$ cat src/rtl/mem_arbiter.sv
// -----------------------------------------------------------------------------
// mem_arbiter
//
// Shares one memory port between the instruction-fetch and data-memory
// requesters of a core. One transaction is in flight at a time and it always
// runs accept -> issue -> wait for response -> return.
//
// Build option:
//   MEM_ARB_ROUND_ROBIN_EN  defined   : on a simultaneous request the
//                                       requester not granted last wins.
//                           undefined : fixed priority, data wins ties.
//
// Ports:
//   clk, reset                      clock, asynchronous active-high reset
//   instr_req_i / instr_addr_i      fetch request and address
//   instr_gnt_o                     fetch accept pulse (combinational, IDLE only)
//   instr_rvalid_o / instr_rdata_o  fetch response pulse and data
//   data_req_i / data_addr_i        load/store request and address
//   data_byte_en_i / data_wr_i      access size code, 1 = store
//   data_wr_data_i                  store data
//   data_gnt_o                      load/store accept pulse
//   data_rvalid_o / data_rdata_o    load data valid or store complete, load data
//   mem_req_o                       shared-port request, high in ISSUE
//   mem_addr_o .. mem_wr_data_o     latched transaction fields
//   mem_gnt_i                       memory accepts mem_req_o
//   mem_rvalid_i / mem_rdata_i      memory response and data
// -----------------------------------------------------------------------------
module mem_arbiter #(
    parameter int ADDR_W = 64,
    parameter int DATA_W = 64
) (
    input  logic              clk,
    input  logic              reset,

    input  logic              instr_req_i,
    input  logic [ADDR_W-1:0] instr_addr_i,
    output logic              instr_gnt_o,
    output logic              instr_rvalid_o,
    output logic [DATA_W-1:0] instr_rdata_o,

    input  logic              data_req_i,
    input  logic [ADDR_W-1:0] data_addr_i,
    input  logic [1:0]        data_byte_en_i,
    input  logic              data_wr_i,
    input  logic [DATA_W-1:0] data_wr_data_i,
    output logic              data_gnt_o,
    output logic              data_rvalid_o,
    output logic [DATA_W-1:0] data_rdata_o,

    output logic              mem_req_o,
    output logic [ADDR_W-1:0] mem_addr_o,
    output logic [1:0]        mem_byte_en_o,
    output logic              mem_wr_o,
    output logic [DATA_W-1:0] mem_wr_data_o,
    input  logic              mem_gnt_i,
    input  logic              mem_rvalid_i,
    input  logic [DATA_W-1:0] mem_rdata_i
);

    typedef enum logic [1:0] {
        IDLE  = 2'd0,
        ISSUE = 2'd1,
        RESP  = 2'd2
    } state_t;

    localparam logic OWNER_INSTR = 1'b0;
    localparam logic OWNER_DATA  = 1'b1;

    state_t              state_q, state_d;
    logic                owner_q, owner_d;
    logic [ADDR_W-1:0]   addr_q, addr_d;
    logic [1:0]          byte_en_q, byte_en_d;
    logic                wr_q, wr_d;
    logic [DATA_W-1:0]   wr_data_q, wr_data_d;
    logic [DATA_W-1:0]   instr_rdata_q, instr_rdata_d;
    logic [DATA_W-1:0]   data_rdata_q, data_rdata_d;
    logic                instr_rvalid_q, instr_rvalid_d;
    logic                data_rvalid_q, data_rvalid_d;

    logic                can_grant;
    logic                pick_data;
    logic                grant_instr;
    logic                grant_data;

    // Grants are only offered from IDLE; gating with reset keeps the
    // combinational accept pulses low while the block is held in reset.
    assign can_grant = (state_q == IDLE) && !reset;

`ifdef MEM_ARB_ROUND_ROBIN_EN
    // 0 = instr granted last, 1 = data granted last.
    logic last_grant_q, last_grant_d;

    // On a tie the data side wins only if instr was granted last.
    assign pick_data = data_req_i && (!instr_req_i || (last_grant_q == OWNER_INSTR));

    always_comb begin
        last_grant_d = last_grant_q;
        if (grant_data) begin
            last_grant_d = OWNER_DATA;
        end else if (grant_instr) begin
            last_grant_d = OWNER_INSTR;
        end
    end

    always_ff @(posedge clk or posedge reset) begin
        if (reset) begin
            last_grant_q <= OWNER_INSTR;
        end else begin
            last_grant_q <= last_grant_d;
        end
    end
`else
    assign pick_data = data_req_i;
`endif

    assign grant_data  = can_grant && pick_data;
    assign grant_instr = can_grant && instr_req_i && !pick_data;

    always_comb begin
        state_d        = state_q;
        owner_d        = owner_q;
        addr_d         = addr_q;
        byte_en_d      = byte_en_q;
        wr_d           = wr_q;
        wr_data_d      = wr_data_q;
        instr_rdata_d  = instr_rdata_q;
        data_rdata_d   = data_rdata_q;
        instr_rvalid_d = 1'b0;
        data_rvalid_d  = 1'b0;

        unique case (state_q)
            IDLE: begin
                if (grant_data) begin
                    state_d   = ISSUE;
                    owner_d   = OWNER_DATA;
                    addr_d    = data_addr_i;
                    byte_en_d = data_byte_en_i;
                    wr_d      = data_wr_i;
                    wr_data_d = data_wr_data_i;
                end else if (grant_instr) begin
                    // Fetches are always full-width reads.
                    state_d   = ISSUE;
                    owner_d   = OWNER_INSTR;
                    addr_d    = instr_addr_i;
                    byte_en_d = 2'b11;
                    wr_d      = 1'b0;
                    wr_data_d = '0;
                end
            end
            ISSUE: begin
                if (mem_gnt_i) begin
                    state_d = RESP;
                end
            end
            RESP: begin
                if (mem_rvalid_i) begin
                    state_d = IDLE;
                    if (owner_q == OWNER_DATA) begin
                        data_rdata_d  = mem_rdata_i;
                        data_rvalid_d = 1'b1;
                    end else begin
                        instr_rdata_d  = mem_rdata_i;
                        instr_rvalid_d = 1'b1;
                    end
                end
            end
            default: begin
                state_d = IDLE;
            end
        endcase
    end

    always_ff @(posedge clk or posedge reset) begin
        if (reset) begin
            state_q        <= IDLE;
            owner_q        <= OWNER_INSTR;
            addr_q         <= '0;
            byte_en_q      <= '0;
            wr_q           <= 1'b0;
            wr_data_q      <= '0;
            instr_rdata_q  <= '0;
            data_rdata_q   <= '0;
            instr_rvalid_q <= 1'b0;
            data_rvalid_q  <= 1'b0;
        end else begin
            state_q        <= state_d;
            owner_q        <= owner_d;
            addr_q         <= addr_d;
            byte_en_q      <= byte_en_d;
            wr_q           <= wr_d;
            wr_data_q      <= wr_data_d;
            instr_rdata_q  <= instr_rdata_d;
            data_rdata_q   <= data_rdata_d;
            instr_rvalid_q <= instr_rvalid_d;
            data_rvalid_q  <= data_rvalid_d;
        end
    end

    // Derived from the state register so it drops as soon as reset asserts.
    assign mem_req_o      = (state_q == ISSUE);
    assign mem_addr_o     = addr_q;
    assign mem_byte_en_o  = byte_en_q;
    assign mem_wr_o       = wr_q;
    assign mem_wr_data_o  = wr_data_q;

    assign instr_gnt_o    = grant_instr;
    assign data_gnt_o     = grant_data;
    assign instr_rvalid_o = instr_rvalid_q;
    assign instr_rdata_o  = instr_rdata_q;
    assign data_rvalid_o  = data_rvalid_q;
    assign data_rdata_o   = data_rdata_q;

endmodule

$ cat config.mk
export PLATFORM = sky130hd
export DESIGN_NAME = mem_arbiter
export DESIGN_NICKNAME = d
export VERILOG_FILES = /design/src/rtl/mem_arbiter.sv
export SDC_FILE = /design/constraint.sdc
export NUM_CORES = 1
export LEC_CHECK = 0
export CAP_MARGIN = 10
export CELL_PAD_IN_SITES_DETAIL_PLACEMENT = 1
export CELL_PAD_IN_SITES_GLOBAL_PLACEMENT = 1
export CORE_AREA = 2 2 206 208
export CTS_BUF_LIST = sky130_fd_sc_hd__clkbuf_8
export DETAILED_ROUTE_END_ITERATION = 6
export DIE_AREA = 0 0 208 210
export PLACE_DENSITY = 0.71
export SLEW_MARGIN = 25
export SYNTH_ARGS = -nofsm -noshare
export SYNTH_HDL_FRONTEND = slang
export SYNTH_SLANG_ARGS = --single-unit
$ cat constraint.sdc
create_clock -name clk -period 16.36 [get_ports clk]
set_input_delay 4.908 -clock clk [delete_from_list [all_inputs] [get_ports clk]]
set_output_delay 4.908 -clock clk [all_outputs]
set_load 0.05 [all_outputs]
==> metrics.cfg <==
[floorplanning]
dieArea_sq_um=43700
rows=75
core-area_sq_um=41500
die_h_um=210
die_w_um=208
ios=529
start_util=0.251

[cts]
post_cts_resized=0
cts_tree=yes
cts_setup_buffers=0
hold_buffers=0
clkTransAtPathRegs_ns=0.06
h-tree-depth=2
cts_sinks=264
cts_made_buffers=50
insertion_delay_ns=0.60
cts_root_buf=clkbuf_8
clockBufferDepth=3

[routing]
remaining_drc_errors=0
routedWlPerCell_um=21.1
routed_via_density=4.70
ant_nets=0
vias=8656
wl_um=38900
drt-pass1-iter-count=4
drt_iter0_markers=405

[finish]
fin_nets=1532
diodes=0
area_growth_pct=65.6
design_area_sq_um=17200
drive_above_1_share=0.134

[sta]
skew_ns=0.0254
max_freq_mhz=82.7
worst_pin_slew_ns=1.01
setup_viol=0
min_period_ns=12.09
timing.hold.ws_ns=0.482
final_max_slew_viol_count=0
finalHoldViolCount=0
rsz0062_at_grt=no
setup_tns_ns=0
final.period_utilization=0.739
slew_headroom=0.326
setup_ws_ns=4.27

[synth]
synthTopCellsByCount=dfrtp_1, mux2_2, a22o_1
synth_top_cell_by_area=dfrtp_1
synth-edff-count=0
syn-cell-area_sq_um=10400
synth_top_area_frac=0.635
synthTopCellsByArea=dfrtp_1, mux2_2, a22o_1, mux2_1, o2bb2ai_1
ys_types=28
async_flop_share=1.00
synth_ff_type=dfrtp_1
avgSynthCellArea_sq_um=14.2
synth_cells=735
ys_seq_area_frac=0.635
ys.warnings.count=0
synth.most_common_cell=dfrtp_1
ys_ff_latch=264
synth_nets=1000

[placement]
placed_area_sq_um=16200
hpwl_um=27600
pre_cts_ws_ns=4.29
gp_congestion=0.803
io_buffers=528

[power_and_ir_drop]
leakagePower_nw=7.27
vdd_drop_max_mv=0.134
p_per_area_nw_per_um2=240

[critical_path]
start_kind=input pin
cp_common_cell=clkdlybuf4s50_1
critPathMaxStageDelay_ns=0.83
cp_max_fo=9
path_cells=clkdlybuf4s50_1, nor3_4, nand2_1, inv_2, clkdlybuf4s50_1
required_ns=11.45
crit_slowest_cell=clkdlybuf4s50_1
worstSetupEndpointType=output pin
critPathArrivalTime_ns=7.18
critPathKind=in -> out

[outcome]
status=finished, final reports clean

[job]
maxCapViolations=0

[worst_hold_path]
hold_class=reg -> reg

[global_route]
grt_pass1_vias=9644
grt_first_pass_wirelength_um=59100
antenna_found_initial=0
grtUsageTotal=0.174
grt_start_max_net_pins=128
gr-total-overflow=0

metal layers:
metal,track usage,up-vias,part of all wire
met2,0.294,385,0.50
li1,-,3817,-
met1,0.198,4398,0.38
met5,0,-,0
met3,0.0743,56,0.096
met4,0.0565,0,0.024
flip-flops by register name, indices dropped and copies added (netlist names):
| signal | flops |
|---|---|
| instr_rvalid_o | 1 |
| mem_addr_o | 64 |
| data_rdata_o | 64 |
| state_q | 2 |
| mem_wr_data_o | 64 |
| owner_q | 1 |
| data_rvalid_o | 1 |
| mem_wr_o | 1 |
| instr_rdata_o | 64 |
| mem_byte_en_o | 2 |
path summary, 6_finish.rpt:
path / startpoint / to / slack (ns) / depth (start not counted)
min reg2reg: instr_rdata_o[39] / instr_rdata_o[39] / 0.48 / 1
max in group asynchronous: reset / instr_rdata_o[1] / 9.42 / 4
min in group asynchronous: reset / mem_addr_o[52] / 4.85 / 2
max reg2reg: state_q[0] / mem_wr_data_o[25] / 13.97 / 5
min: instr_rdata_o[39] / instr_rdata_o[39] / 0.48 / 1
max: reset / data_gnt_o / 4.27 / 5
cells by family after synthesis:
logic type,share of synthesized area
flip-flops,0.635
AO/OA/AOI/OAI,0.154
multiplexers,0.139
AND/OR/NAND/NOR,0.0411
buffers and inverters,0.0308
per-stage QoR:
step	utilization	power (mW)	cells
floorplan	-	2.61	735
finish	0.415	4.14	1840
detailed placement	0.390	3.51	1753
global route	0.415	4.32	1840
CTS	0.414	4.19	1839
global placement	0.390	3.47	1753
cells in the final DEF (no fill, tap or decap), types with 2 or more instances in the layout:
master           count
inv_1               14
o22a_1               2
nor2_1               2
mux2_2              79
dfrtp_1            264
o2bb2ai_1           35
and2_1              35
clkinv_2             6
clkbuf_8            63
a22o_1              65
nand2b_1             2
a32oi_1             29
clkinvlp_4           3
nand2_1             32
a22oi_1             29
o21ai_0              2
buf_4               11
a31oi_1             35
mux2_1              49
clkdlybuf4s50_1    528
layout make-up:
cell class              instances  area, sq um
fillers                      4435        24300
flip-flops and latches        264         6610
repair buffers                541         5410
multi-input cells             405         3510
clock buffers                  63          867
well taps                     539          674
clock inverters                23          136
inverters                       5         26.3
where the power goes:
| group | leakage, nW | switching [mW] | total (mW) | internal (mW) |
|---|---|---|---|---|
| clock | 0.559 | 0.286 | 0.647 | 0.361 |
| combinational | 3.44 | 1.53 | 2.33 | 0.804 |
| sequential | 3.27 | 0.187 | 1.16 | 0.968 |
| total | 7.27 | 2.00 | 4.14 | 2.13 |
worst max-delay path: cells and delay by family:
| kind | cells | cell delay (ns) |
|---|---|---|
| and+or+nand+nor | 2 | 0.63 |
| buffers and inverters | 3 | 1.63 |
Power figures use the tool's default switching activity.
